### src/rtl/usb_tx_frame_arbiter.sv
// Round-robin arbiter that copies whole FRAME_WORDS-word frames (2 header words + payload)
// from NUM_SRC sample FIFOs into the FX2 TX FIFO, one frame per USB burst.
module usb_tx_frame_arbiter #(
    parameter int          NUM_SRC     = 2,
    parameter int          FRAME_WORDS = 512,
    parameter logic [15:0] SYNC_WORD   = 16'h7F7F,
    parameter int          SRC_UW      = 11,
    parameter int          TX_FIFO_SZ  = 2048,
    parameter int          TFSZ        = 11
) (
    input  logic                      IFCLK,
    input  logic                      IF_reset_n,
    input  logic                      Enable,
    input  logic [NUM_SRC*SRC_UW-1:0] Src_used,
    input  logic [NUM_SRC*16-1:0]     Src_rdata,
    output logic [NUM_SRC-1:0]        Src_rreq,
    input  logic [TFSZ-1:0]           Tx_fifo_used,
    input  logic                      Tx_fifo_full,
    output logic [15:0]               Tx_fifo_wdata,
    output logic                      Tx_fifo_wreq,
    output logic                      Busy,
    output logic [1:0]                Cur_src,
    output logic [15:0]               Frame_cnt
);

    localparam int                CW       = $clog2(FRAME_WORDS) + 1;
    localparam logic [CW-1:0]     PAY_CNT  = CW'(FRAME_WORDS - 2);
    localparam logic [SRC_UW-1:0] PAY_MIN  = SRC_UW'(FRAME_WORDS - 2);
    localparam logic [TFSZ-1:0]   TX_LIMIT = TFSZ'(TX_FIFO_SZ - FRAME_WORDS);
    localparam logic [1:0]        LAST_SRC = 2'(NUM_SRC - 1);

    typedef enum logic [2:0] {IDLE, ARB, HDR0, HDR1, PAY, FLUSH, DONE} state_t;

    state_t             state_q;
    logic [1:0]         ptr_q;
    logic [11:0]        seq_q;
    logic [CW-1:0]      rcnt_q;
    logic               rdValid_q;
    logic [NUM_SRC-1:0] rreq_q;
    logic [15:0]        wdata_q;
    logic               wreq_q;
    logic               busy_q;
    logic [1:0]         cur_q;
    logic [15:0]        frameCnt_q;

    logic [NUM_SRC-1:0] srcOk;
    logic               txOk;
    logic               grantFound_d;
    logic [1:0]         grantIdx_d;
    logic [NUM_SRC-1:0] curOneHot;
    logic [15:0]        rdSel;

    for (genvar i = 0; i < NUM_SRC; i++) begin : g_elig
        assign srcOk[i] = Src_used[i*SRC_UW +: SRC_UW] >= PAY_MIN;
    end

    // Space for a whole frame is reserved at grant, so payload never waits on the TX FIFO.
    assign txOk = !Tx_fifo_full && (Tx_fifo_used <= TX_LIMIT);

    // Smaller rotation offset from ptr wins, so scan offsets from the far end down.
    always_comb begin
        grantFound_d = 1'b0;
        grantIdx_d   = '0;
        for (int k = NUM_SRC - 1; k >= 0; k--) begin
            for (int i = 0; i < NUM_SRC; i++) begin
                if (txOk && srcOk[i] && (((int'(ptr_q) + k) % NUM_SRC) == i)) begin
                    grantFound_d = 1'b1;
                    grantIdx_d   = 2'(i);
                end
            end
        end
    end

    always_comb begin
        rdSel     = '0;
        curOneHot = '0;
        for (int i = 0; i < NUM_SRC; i++) begin
            if (cur_q == 2'(i)) begin
                rdSel        = Src_rdata[i*16 +: 16];
                curOneHot[i] = 1'b1;
            end
        end
    end

    always_ff @(posedge IFCLK or negedge IF_reset_n) begin
        if (!IF_reset_n) begin
            state_q    <= IDLE;
            ptr_q      <= '0;
            seq_q      <= '0;
            rcnt_q     <= '0;
            rdValid_q  <= 1'b0;
            rreq_q     <= '0;
            wdata_q    <= '0;
            wreq_q     <= 1'b0;
            busy_q     <= 1'b0;
            cur_q      <= '0;
            frameCnt_q <= '0;
        end else begin
            // Read data arrives the cycle after rreq and is written one cycle later.
            rdValid_q <= |rreq_q;
            rreq_q    <= '0;
            wreq_q    <= 1'b0;
            if (rdValid_q) begin
                wreq_q  <= 1'b1;
                wdata_q <= rdSel;
            end

            case (state_q)
                IDLE: begin
                    if (Enable) state_q <= ARB;
                end
                ARB: begin
                    if (!Enable) begin
                        state_q <= IDLE;
                    end else if (grantFound_d) begin
                        cur_q   <= grantIdx_d;
                        busy_q  <= 1'b1;
                        state_q <= HDR0;
                    end
                end
                HDR0: begin
                    wreq_q  <= 1'b1;
                    wdata_q <= SYNC_WORD;
                    state_q <= HDR1;
                end
                HDR1: begin
                    wreq_q  <= 1'b1;
                    wdata_q <= {2'b00, cur_q, seq_q};
                    rreq_q  <= curOneHot;
                    rcnt_q  <= CW'(1);
                    state_q <= PAY;
                end
                PAY: begin
                    if (rcnt_q == PAY_CNT) begin
                        state_q <= FLUSH;
                    end else begin
                        rreq_q <= curOneHot;
                        rcnt_q <= rcnt_q + CW'(1);
                    end
                end
                FLUSH: begin
                    if (!rdValid_q) begin
                        busy_q     <= 1'b0;
                        frameCnt_q <= frameCnt_q + 16'd1;
                        seq_q      <= seq_q + 12'd1;
                        ptr_q      <= (cur_q == LAST_SRC) ? 2'd0 : cur_q + 2'd1;
                        state_q    <= DONE;
                    end
                end
                DONE: begin
                    state_q <= ARB;
                end
                default: state_q <= IDLE;
            endcase
        end
    end

    assign Src_rreq      = rreq_q;
    assign Tx_fifo_wdata = wdata_q;
    assign Tx_fifo_wreq  = wreq_q;
    assign Busy          = busy_q;
    assign Cur_src       = cur_q;
    assign Frame_cnt     = frameCnt_q;

    noWriteWhenFull: assert property (@(posedge IFCLK) disable iff (!IF_reset_n)
                                      !(Tx_fifo_wreq && Tx_fifo_full));

endmodule

### config.mk
export PLATFORM = sky130hd
export DESIGN_NAME = usb_tx_frame_arbiter
export DESIGN_NICKNAME = d
export VERILOG_FILES = /design/src/rtl/usb_tx_frame_arbiter.sv
export SDC_FILE = /design/constraint.sdc
export NUM_CORES = 1
export LEC_CHECK = 0
export BUFFER_PORTS_ARGS = -buffer_cell sky130_fd_sc_hd__buf_2
export CORE_ASPECT_RATIO = 0.9
export CORE_MARGIN = 2
export CORE_UTILIZATION = 51
export DETAILED_ROUTE_END_ITERATION = 10
export GPL_TIMING_DRIVEN = 0
export PLACE_DENSITY_LB_ADDON = 0.05
export SLEW_MARGIN = 10
export SYNTH_ARGS = -nofsm -noshare
export SYNTH_HDL_FRONTEND = slang
export SYNTH_SLANG_ARGS = --single-unit
### constraint.sdc
create_clock -name IFCLK -period 2.4 [get_ports IFCLK]
set_clock_uncertainty 0.1 [all_clocks]
set_input_delay 0.24 -clock IFCLK [delete_from_list [all_inputs] [get_ports IFCLK]]
set_output_delay 0.24 -clock IFCLK [all_outputs]
set_load 0.02 [all_outputs]
==> flow_metrics.tcl, run 1 <==
set metrics [dict create \
    startpoint_type "register" \
    initialDrtViolationCount 245 \
    critPathMaxFanout 10 \
    critPathArrivalTime_ps 2080 \
    total_power_mw 4.32 \
    final-seq-area_um2 1600 \
    worstSetupEndpointType "register" \
    tritoncts "done" \
    critPathKind "register to register" \
    drive_gt1_frac 0.300 \
    synthFlopType "dfrtp_1" \
    max_stage_delay_ps 440 \
    slew_headroom 0.465 \
    grt_pass1_wl_um 12300 \
    hold_slack_ps 136 \
    fin_setup_tns_ps 0 \
    multi_input_area_um2 1500 \
    static-leakage-power_nw 1.96 \
    ant_nets 0 \
    powerDensity_nw_per_um2 1060 \
    reg2regPathDepth 7 \
    cts.sinks 64 \
    drt-total-wl_um 7220 \
    drc 0 \
    critPathBufInv 2 \
    layout_common_cells "buf_2, dfrtp_1, nor2_1" \
    n_antenna_cell 0 \
    dp.cells 513 \
    max_freq_mhz 507 \
    async_flop_share 1.00 \
    post_cts_resized 0 \
    holdPathStages 3 \
    cts_buffers 9 \
    clkTransAtPathRegs_ps 70 \
    drv_slew 0 \
    r2r_end "Src_rreq[0]" \
    cp.required_ps 2500 \
    htreeDepth 3 \
    cts.path.max_buffers 2 \
    crit_chain "inv_1, ha_1, nand2b_1, o31ai_1, buf_2, and2_1, nor2_1" \
    worst_slew_pin_slew_ps 802 \
    peakVddDrop_uv 532 \
    core_um2 6110 \
    port_buffers 103 \
    rows 27 \
    initial_utilization 0.530 \
    io_pins 107 \
    final_common_cell "buf_2" \
    yosys_warnings 0 \
    ys_ff_latch 64 \
    clock_latency_ps 340 \
    netlist_area_um2 3240 \
    cpLargestDelayFamily "flip-flops" \
    overflow 0 \
    cts_root_buffer "clkbuf_8" \
    die_height_um 79.6 \
    final_cells 530 \
    hold_violations 0 \
    seq_area_frac_synth 0.495 \
    areaGrowthSynthToFinish_pct 26.5 \
    via_per_inst 5.32 \
    post_drt_wl_per_cell_um 13.6 \
    grtUsageTotal 0.226 \
    grt_pass1_vias 2682 \
    syn_area_per_cell_um2 10.0 \
    finalCritPeriodShare 0.822 \
    fp.dieArea_um2 7000 \
    via_count 2821 \
    dp.final_hpwl_um 5150 \
    r2r_slack_ps 430 \
    antenna_found_initial 0 \
    nFillCells 504 \
    setup_viol 0 \
    syn_nets 396 \
    r2r_start "rcnt_q[0]" \
    run_status "complete, no violations" \
    maxCapViolCount 0 \
    synth_edf_count 0 \
    crit_path_start "rcnt_q[0]" \
    die_x_um 88.0 \
    drt_pass1_iterations 4 \
    syn_inst 323 \
    fin_nets 511 \
    cp-endpoint "Src_rreq[0]" \
    gp_congestion 0.837 \
    grt_max_degree 65 \
    rsz0062_at_grt "false" \
    final_util 0.670 \
    hp-class "input port to register" \
    crit_cells 7 \
    cp_slowest_cell "dfrtp_1" \
    ys_types 47 \
    period_minus_slack_ps 1970 \
]
==> what timing repair did <==
action,CTS,global route
endpoints found under the hold margin,64,0
hold buffers,1,0
endpoints found under the setup margin,0,0
buffers inserted,0,0
==> synth_stat cells, types with 2 or more instances <==
cell | n | area [um2]
ha_1 | 4 | 50.1
o41ai_1 | 2 | 17.5
mux2_2 | 2 | 22.5
nor3b_1 | 5 | 37.5
nand2b_1 | 3 | 18.8
a31oi_1 | 8 | 50.1
xor2_1 | 5 | 43.8
mux2i_1 | 18 | 180
o21ai_0 | 13 | 65.1
nor4_1 | 5 | 31.3
nand2_1 | 19 | 71.3
nand3_1 | 14 | 70.1
buf_2 | 6 | 30.0
buf_4 | 3 | 22.5
xnor2_1 | 21 | 184
a211oi_1 | 7 | 52.6
and4_1 | 2 | 17.5
o31ai_1 | 3 | 22.5
a2111o_1 | 2 | 22.5
inv_1 | 12 | 45.0
nor2_1 | 24 | 90.1
clkbuf_1 | 8 | 30.0
o211ai_1 | 3 | 22.5
and3_1 | 7 | 43.8
and2_1 | 5 | 31.3
a21oi_1 | 23 | 115
or3_1 | 4 | 25.0
dfrtp_1 | 64 | 1600
nand4_1 | 13 | 81.3
==> where the power goes <==
group | leakage [nW] | total, mW | switching, mW | internal, mW
combinational | 1.03 | 1.68 | 1.01 | 0.672
sequential | 0.827 | 1.61 | 0.233 | 1.38
clock | 0.106 | 1.03 | 0.418 | 0.612
total | 1.96 | 4.32 | 1.66 | 2.66
==> worst reg2reg max path, cell delays in order, from the launching register on <==
cell,delay (ps)
dfrtp_1,440
inv_1,130
ha_1,190
nand2b_1,120
o31ai_1,340
buf_2,280
and2_1,200
nor2_1,50
==> worst min-delay path by stage <==
stage          slack (ps)           from           endpoint
4_1_cts               130  Src_rdata[15]  Tx_fifo_wdata[15]
5_1_grt               150  Src_rdata[15]  Tx_fifo_wdata[15]
2_1_floorplan        -160     IF_reset_n               Busy
6_report              140  Src_rdata[15]  Tx_fifo_wdata[15]
3_5_place_dp          280     IF_reset_n   Tx_fifo_wdata[7]
3_3_place_gp          340    Src_rreq[0]          rdValid_q
==> sequential cells by signal, indices dropped and copies added (netlist names) <==
| signal | flops |
|---|---|
| Busy | 1 |
| Cur_src | 1 |
| Frame_cnt | 16 |
| Src_rreq | 2 |
| Tx_fifo_wdata | 16 |
| Tx_fifo_wreq | 1 |
| ptr_q | 1 |
| rcnt_q | 10 |
| rdValid_q | 1 |
| seq_q | 12 |
| state_q | 3 |
==> metal layers <==
| metal | vias up | global-route usage | part of all wire |
|---|---|---|---|
| li1 | 1390 | - | - |
| met1 | 1310 | 0.308 | 0.47 |
| met2 | 112 | 0.349 | 0.45 |
| met3 | 9 | 0.0755 | 0.069 |
| met4 | 0 | 0.0554 | 0.0097 |
| met5 | - | 0 | 0 |
==> area by class of cell <==
class	instances	share of cell area
Buffer	18	0.0211
Clock buffer	11	0.0345
Clock inverter	5	0.0195
Inverter	13	0.0119
Multi-Input combinational cell	228	0.367
Sequential cell	64	0.391
Tap cell	87	0.0266
Timing Repair Buffer	104	0.129
==> through the flow <==
| stage | area (um2) | setup WS (ps) |
|---|---|---|
| after floorplan | 3240 | 709 |
| after global placement | 3860 | 463 |
| after detailed placement | 3860 | 455 |
| after CTS | 4100 | 432 |
| after global routing | 4100 | 234 |
| final | 4100 | 426 |
==> cell families (layout without fill, tap and decap cells) <==
kind of cell,Yosys count,count (layout),share of synthesized area
adder cells (fa/ha/maj),4,4,0.0155
flip-flops,64,64,0.495
buffers and inverters,31,151,0.0417
AND/OR/NAND/NOR,110,110,0.185
multiplexers,20,20,0.0626
XOR/XNOR,26,26,0.0703
AO/OA/AOI/OAI,67,67,0.129
other,1,1,0.00116
(Power assumes the default switching activity.)
==> run 2, diff against run 1 <==
--- a/config.mk
+++ b/config.mk
@@ -8,7 +8,7 @@
 export BUFFER_PORTS_ARGS = -buffer_cell sky130_fd_sc_hd__buf_2
 export CORE_ASPECT_RATIO = 0.9
 export CORE_MARGIN = 2
-export CORE_UTILIZATION = 51
+export CORE_UTILIZATION = 46
 export DETAILED_ROUTE_END_ITERATION = 10
 export GPL_TIMING_DRIVEN = 0
 export PLACE_DENSITY_LB_ADDON = 0.05
==> constraint.sdc (replaced) <==
create_clock -name IFCLK -period 1.7 [get_ports IFCLK]
set_clock_uncertainty 0.1 [all_clocks]
set_input_delay 0.17 -clock IFCLK [delete_from_list [all_inputs] [get_ports IFCLK]]
set_output_delay 0.17 -clock IFCLK [all_outputs]
set_load 0.02 [all_outputs]
==> run 2 against run 1 <==
  * The flow now finishes with violations (negative setup slack)
  * Flip-flop and latch count is the same
  * Sequential share of layout area shrank 2.2 points
  * Critical path type unchanged
  * Routed wire length grew 8.2%
  * Via count is 2.2% higher
  * Sequential power rose by 43%
  * Fmax increased by 15%
  * Worst setup slack worse by 440 ps
  * Die area is 10% higher
==> flow_metrics.tcl, run 2 (synthesis results as in run 1) <==
set metrics [dict create \
    max_stage_delay_ps 400 \
    met1_length_um 3700 \
    highest_layer "met4" \
    critPathMaxFanout 9 \
    die_height_um 83.6 \
    rows 28 \
    final_area_um2 4350 \
    final_cells 546 \
    via_count 2883 \
    setup_slack_ps -13.1 \
    gp_congestion 0.789 \
    total_power_mw 6.48 \
    grt_max_degree 65 \
    worstHoldEndpoint "state_q[0]" \
    powerDensity_nw_per_um2 1490 \
    post_drt_wl_per_cell_um 14.3 \
    period_minus_slack_ps 1710 \
    met2_length_um 3460 \
    cp.required_ps 1860 \
    hold_violations 0 \
    violations "negative setup slack" \
    die_x_um 92.4 \
    routed-wl-met3_um 560 \
    n_antenna_cell 0 \
    cts.sinks 64 \
    layout_common_cells "buf_2, dfrtp_1, nor2_1" \
    r2r_slack_ps -10 \
    peakVddDrop_uv 924 \
    cts.path.max_buffers 2 \
    initialDrtViolationCount 107 \
    port_buffers 103 \
    slew_headroom 0.469 \
    drive_gt1_frac 0.388 \
    hp-class "input port to register" \
    fin_nets 524 \
    crit_path_start "state_q[1]" \
    clkTransAtPathRegs_ps 80 \
    max_freq_mhz 584 \
    core_um2 6690 \
    worst_slew_pin_slew_ps 796 \
    clock_latency_ps 350 \
    maxCapViolCount 0 \
    overflow 0 \
    critPathKind "register to register" \
    run_status "finished with violations" \
    final_common_cell "buf_2" \
    hold_slack_ps 77.9 \
    cts_buffers 9 \
    finalCritPeriodShare 1.01 \
    r2r_start "state_q[1]" \
    setup_viol 3 \
    htreeDepth 3 \
    areaGrowthSynthToFinish_pct 34.3 \
    antenna_found_initial 0 \
    grt_pass1_wl_um 13100 \
    cp_slowest_cell "dfrtp_1" \
    dp.cells 516 \
    drt_pass1_iterations 4 \
    drv_slew 0 \
    hp-start "Enable" \
    cts_root_buffer "clkbuf_8" \
    r2r_end "rcnt_q[8]" \
    initial_utilization 0.484 \
    via_per_inst 5.28 \
    crit_chain "buf_6, nor3b_4, o31ai_2, buf_4, a2111o_1, a21oi_1" \
    rsz0062_at_grt "true" \
    dp.final_hpwl_um 5430 \
    reg2regPathDepth 6 \
    cpLargestDelayFamily "compound AO/OA/AOI/OAI gates" \
    static-leakage-power_nw 2.08 \
    drc 0 \
    grt_pass1_vias 2800 \
    placed_cell_area_um2 3870 \
    holdPathStages 3 \
    worstSetupEndpointType "register" \
    ant_nets 0 \
    grtUsageTotal 0.213 \
    drt-total-wl_um 7810 \
    critPathArrivalTime_ps 1880 \
    io_pins 107 \
    critPathBufInv 2 \
    startpoint_type "register" \
    tritoncts "done" \
    nFillCells 603 \
    fp.dieArea_um2 7730 \
]
==> run 2: metrics by stage <==
stage	setup TNS [ps]	util	worst slack (ps)
floorplan	0	-	9.39
global placement	-2860	0.578	-237
detailed placement	-3080	0.578	-236
CTS	-3.81	0.626	-3.42
global route	-1060	0.650	-120
finish	-24.0	0.650	-13.1
==> run 2: what timing repair did <==
item	in CTS	in global routing
endpoints found under the setup margin	37	40
endpoints found under the hold margin	64	0
pin swaps	2	8
buffers inserted	3	11
hold buffers	1	0
cloned	0	1
resized for setup	21	22
==> run 2: metal layers <==
metal  vias up  GRT usage
li1       1416          -
met3         8     0.0614
met1      1359      0.303
met4         0     0.0583
met2       100      0.319
met5         -          0
==> run 2: cell type report <==
cell class,instances,area (um2),area share
multi-input combinational,228,1610,0.370
sequential,64,1610,0.369
timing repair buffer,119,638,0.147
clock buffer,9,124,0.0285
tap,90,113,0.0259
clock inverter,7,103,0.0236
buffer,16,103,0.0236
inverter,13,52.6,0.0121
==> run 2: worst max-delay path by stage <==
stage                     cells after the start        end  slack, ps
after floorplan                               7  rcnt_q[0]          9
after global placement                        7  rcnt_q[0]       -240
after detailed placement                      7  rcnt_q[0]       -240
after CTS                                     5  rcnt_q[8]         -3
after global routing                          6  rcnt_q[4]       -120
final                                         6  rcnt_q[8]        -10
==> run 2: power breakdown <==
part	switching (mW)	internal [mW]	leakage, nW	total (mW)
Clock	0.651	0.843	0.111	1.49
Combinational	1.53	1.15	1.15	2.68
Sequential	0.350	1.95	0.823	2.30
Total	2.53	3.95	2.08	6.48
==> run 2: worst reg2reg max path, delay by kind of cell, from the launching register on <==
kind                   cells  cell delay, ps
flip-flops                 1             400
buffers and inverters      2             320
AO/OA/AOI/OAI              3             630
AND/OR/NAND/NOR            1             190
==> run 3, diff against run 2 <==
--- a/config.mk
+++ b/config.mk
@@ -8,7 +8,8 @@
 export BUFFER_PORTS_ARGS = -buffer_cell sky130_fd_sc_hd__buf_2
 export CORE_ASPECT_RATIO = 0.9
 export CORE_MARGIN = 2
-export CORE_UTILIZATION = 46
+export CORE_UTILIZATION = 47
+export CTS_BUF_LIST = sky130_fd_sc_hd__clkbuf_4 sky130_fd_sc_hd__clkbuf_8
 export DETAILED_ROUTE_END_ITERATION = 10
 export GPL_TIMING_DRIVEN = 0
 export PLACE_DENSITY_LB_ADDON = 0.05
==> run 3 against run 2 <==
  * The flow still finishes with violations (negative setup slack)
  * Via count decreased by 0.83%
  * Core utilization is 1.8 points higher
  * Non-clock buffer count did not move
  * Sequential power is essentially flat
  * Cell area grew 1.7%
  * Clock-buffer cell count rose by 2
  * Register-to-register slack got worse by 60 ps
  * Critical path type unchanged
  * Largest power group unchanged
  * Highest routed layer unchanged
==> flow_metrics.tcl, run 3 (synthesis results as in run 1) <==
set metrics [dict create \
    worst_slew_pin_slew_ps 796 \
    violations "negative setup slack" \
    drt-total-wl_um 7670 \
    final_util 0.668 \
    crit_path_start "state_q[1]" \
    period_minus_slack_ps 1770 \
    slew_headroom 0.470 \
    critPathKind "register to register" \
    fin_nets 524 \
    ant_nets 0 \
    critPathArrivalTime_ps 1940 \
    cts.sinks 64 \
    drc 0 \
    htreeDepth 3 \
    overflow 0 \
    die_x_um 91.5 \
    tritoncts "done" \
    max_freq_mhz 565 \
    p_sw_mw 2.47 \
    fp.dieArea_um2 7570 \
    cts.path.max_buffers 2 \
    io_pins 107 \
    max_stage_delay_ps 380 \
    areaGrowthSynthToFinish_pct 36.6 \
    clock_latency_ps 340 \
    reg2regPathDepth 6 \
    drv_slew 0 \
    holdPathStages 3 \
    cp.required_ps 1870 \
    cpLargestDelayFamily "compound AO/OA/AOI/OAI gates" \
    run_status "finished with violations" \
    peakVddDrop_uv 851 \
    via_per_inst 5.24 \
    critPathMostFrequentCell "buf_6" \
    grt_max_degree 65 \
    die_height_um 82.7 \
    crit_cells 6 \
    rows 28 \
    finalCritPeriodShare 1.04 \
    hold_violations 0 \
    setup_viol 4 \
    drive_gt1_frac 0.393 \
    cts_buffers 9 \
    crit_chain "buf_6, nor3b_4, o31ai_4, buf_6, a2111o_1, a21oi_2" \
    critPathBufInv 2 \
    total_power_mw 6.65 \
    critPathMaxFanout 10 \
    grt_pass1_wl_um 12600 \
    powerDensity_nw_per_um2 1500 \
    placed_cell_area_um2 3870 \
    cp_slowest_cell "a2111o_1" \
    drt_pass1_iterations 4 \
    share_comb_of_total_power 0.412 \
    switching_share 0.372 \
    worstSetupEndpointType "register" \
    pwr-share-seq 0.345 \
    via_count 2859 \
    setup_slack_ps -70.4 \
    layout_common_cells "buf_2, dfrtp_1, nor2_1" \
    rsz0062_at_grt "true" \
    grtUsageTotal 0.212 \
    cts_root_buffer "clkbuf_8" \
    hp-class "input port to register" \
    maxCapViolCount 0 \
    r2r_start "state_q[1]" \
    hold_slack_ps 86.8 \
    clkPwrFrac 0.243 \
    antenna_found_initial 0 \
    initial_utilization 0.489 \
    final_common_cell "buf_2" \
    gp_congestion 0.790 \
    hp-start "Enable" \
    startpoint_type "register" \
    initialDrtViolationCount 107 \
    port_buffers 103 \
    core_um2 6620 \
    grt_pass1_vias 2699 \
    fin_setup_tns_ps -168 \
    intPower_mw 4.18 \
    dp.final_hpwl_um 5330 \
    clkTransAtPathRegs_ps 70 \
    n_antenna_cell 0 \
    post_drt_wl_per_cell_um 14.1 \
    static-leakage-power_nw 2.09 \
    final_area_um2 4420 \
]
[run 3: metrics by stage]
stage	worst slack, ps	cells
after floorplan	9.39	323
after global placement	-240	516
after detailed placement	-216	516
after CTS	-19.9	535
after global routing	-108	546
final	-70.4	546
[run 3: cell type report]
type	instances	area (um2)
Buffer	16	113
Clock buffer	11	145
Clock inverter	5	104
Fill cell	517	2200
Inverter	13	48.8
Multi-Input combinational cell	228	1640
Sequential cell	64	1610
Tap cell	90	113
Timing Repair Buffer	119	648
[run 3: path summary, 6_finish.rpt]
kind | to | slack, ps
min in group asynchronous | Tx_fifo_wdata[6] | 360
max in group asynchronous | state_q[0] | 570
setup / recovery | rcnt_q[6] | -70
setup reg to reg | rcnt_q[6] | -70
hold reg to reg | rdValid_q | 370
hold / removal | state_q[0] | 90
[run 3: power by group through the flow]
stage	registers, mW	logic (mW)	clock network, mW
2_1_floorplan	2.58	1.32	0
3_3_place_gp	2.27	2.36	0
3_5_place_dp	2.29	2.40	0
4_1_cts	2.28	2.49	1.65
5_1_grt	2.36	3.02	1.72
6_report	2.29	2.74	1.62
[run 3: routing by layer]
| layer | routed length (um) | vias to the layer above | global-route usage |
|---|---|---|---|
| li1 | - | 1421 | - |
| met1 | 3580 | 1323 | 0.287 |
| met2 | 3520 | 109 | 0.341 |
| met3 | 521 | 6 | 0.0681 |
| met4 | 53 | 0 | 0.0409 |
| met5 | 0 | - | 0 |
[run 3: worst register-to-register path, delay by kind of cell (launching register included)]
kind / cells / cell delay [ps]
buffers and inverters: 2 / 300
AOI/OAI and AO/OA: 3 / 670
DFF: 1 / 370
and+or+nand+nor: 1 / 270
[run 3: timing repair]
item / CTS / global route
cloned: 0 / 1
setup endpoints to repair: 30 / 35
pin swaps: 2 / 12
setup buffers: 4 / 10
resized for setup: 20 / 35
endpoints found under the hold margin: 64 / 0
hold buffers: 1 / 0
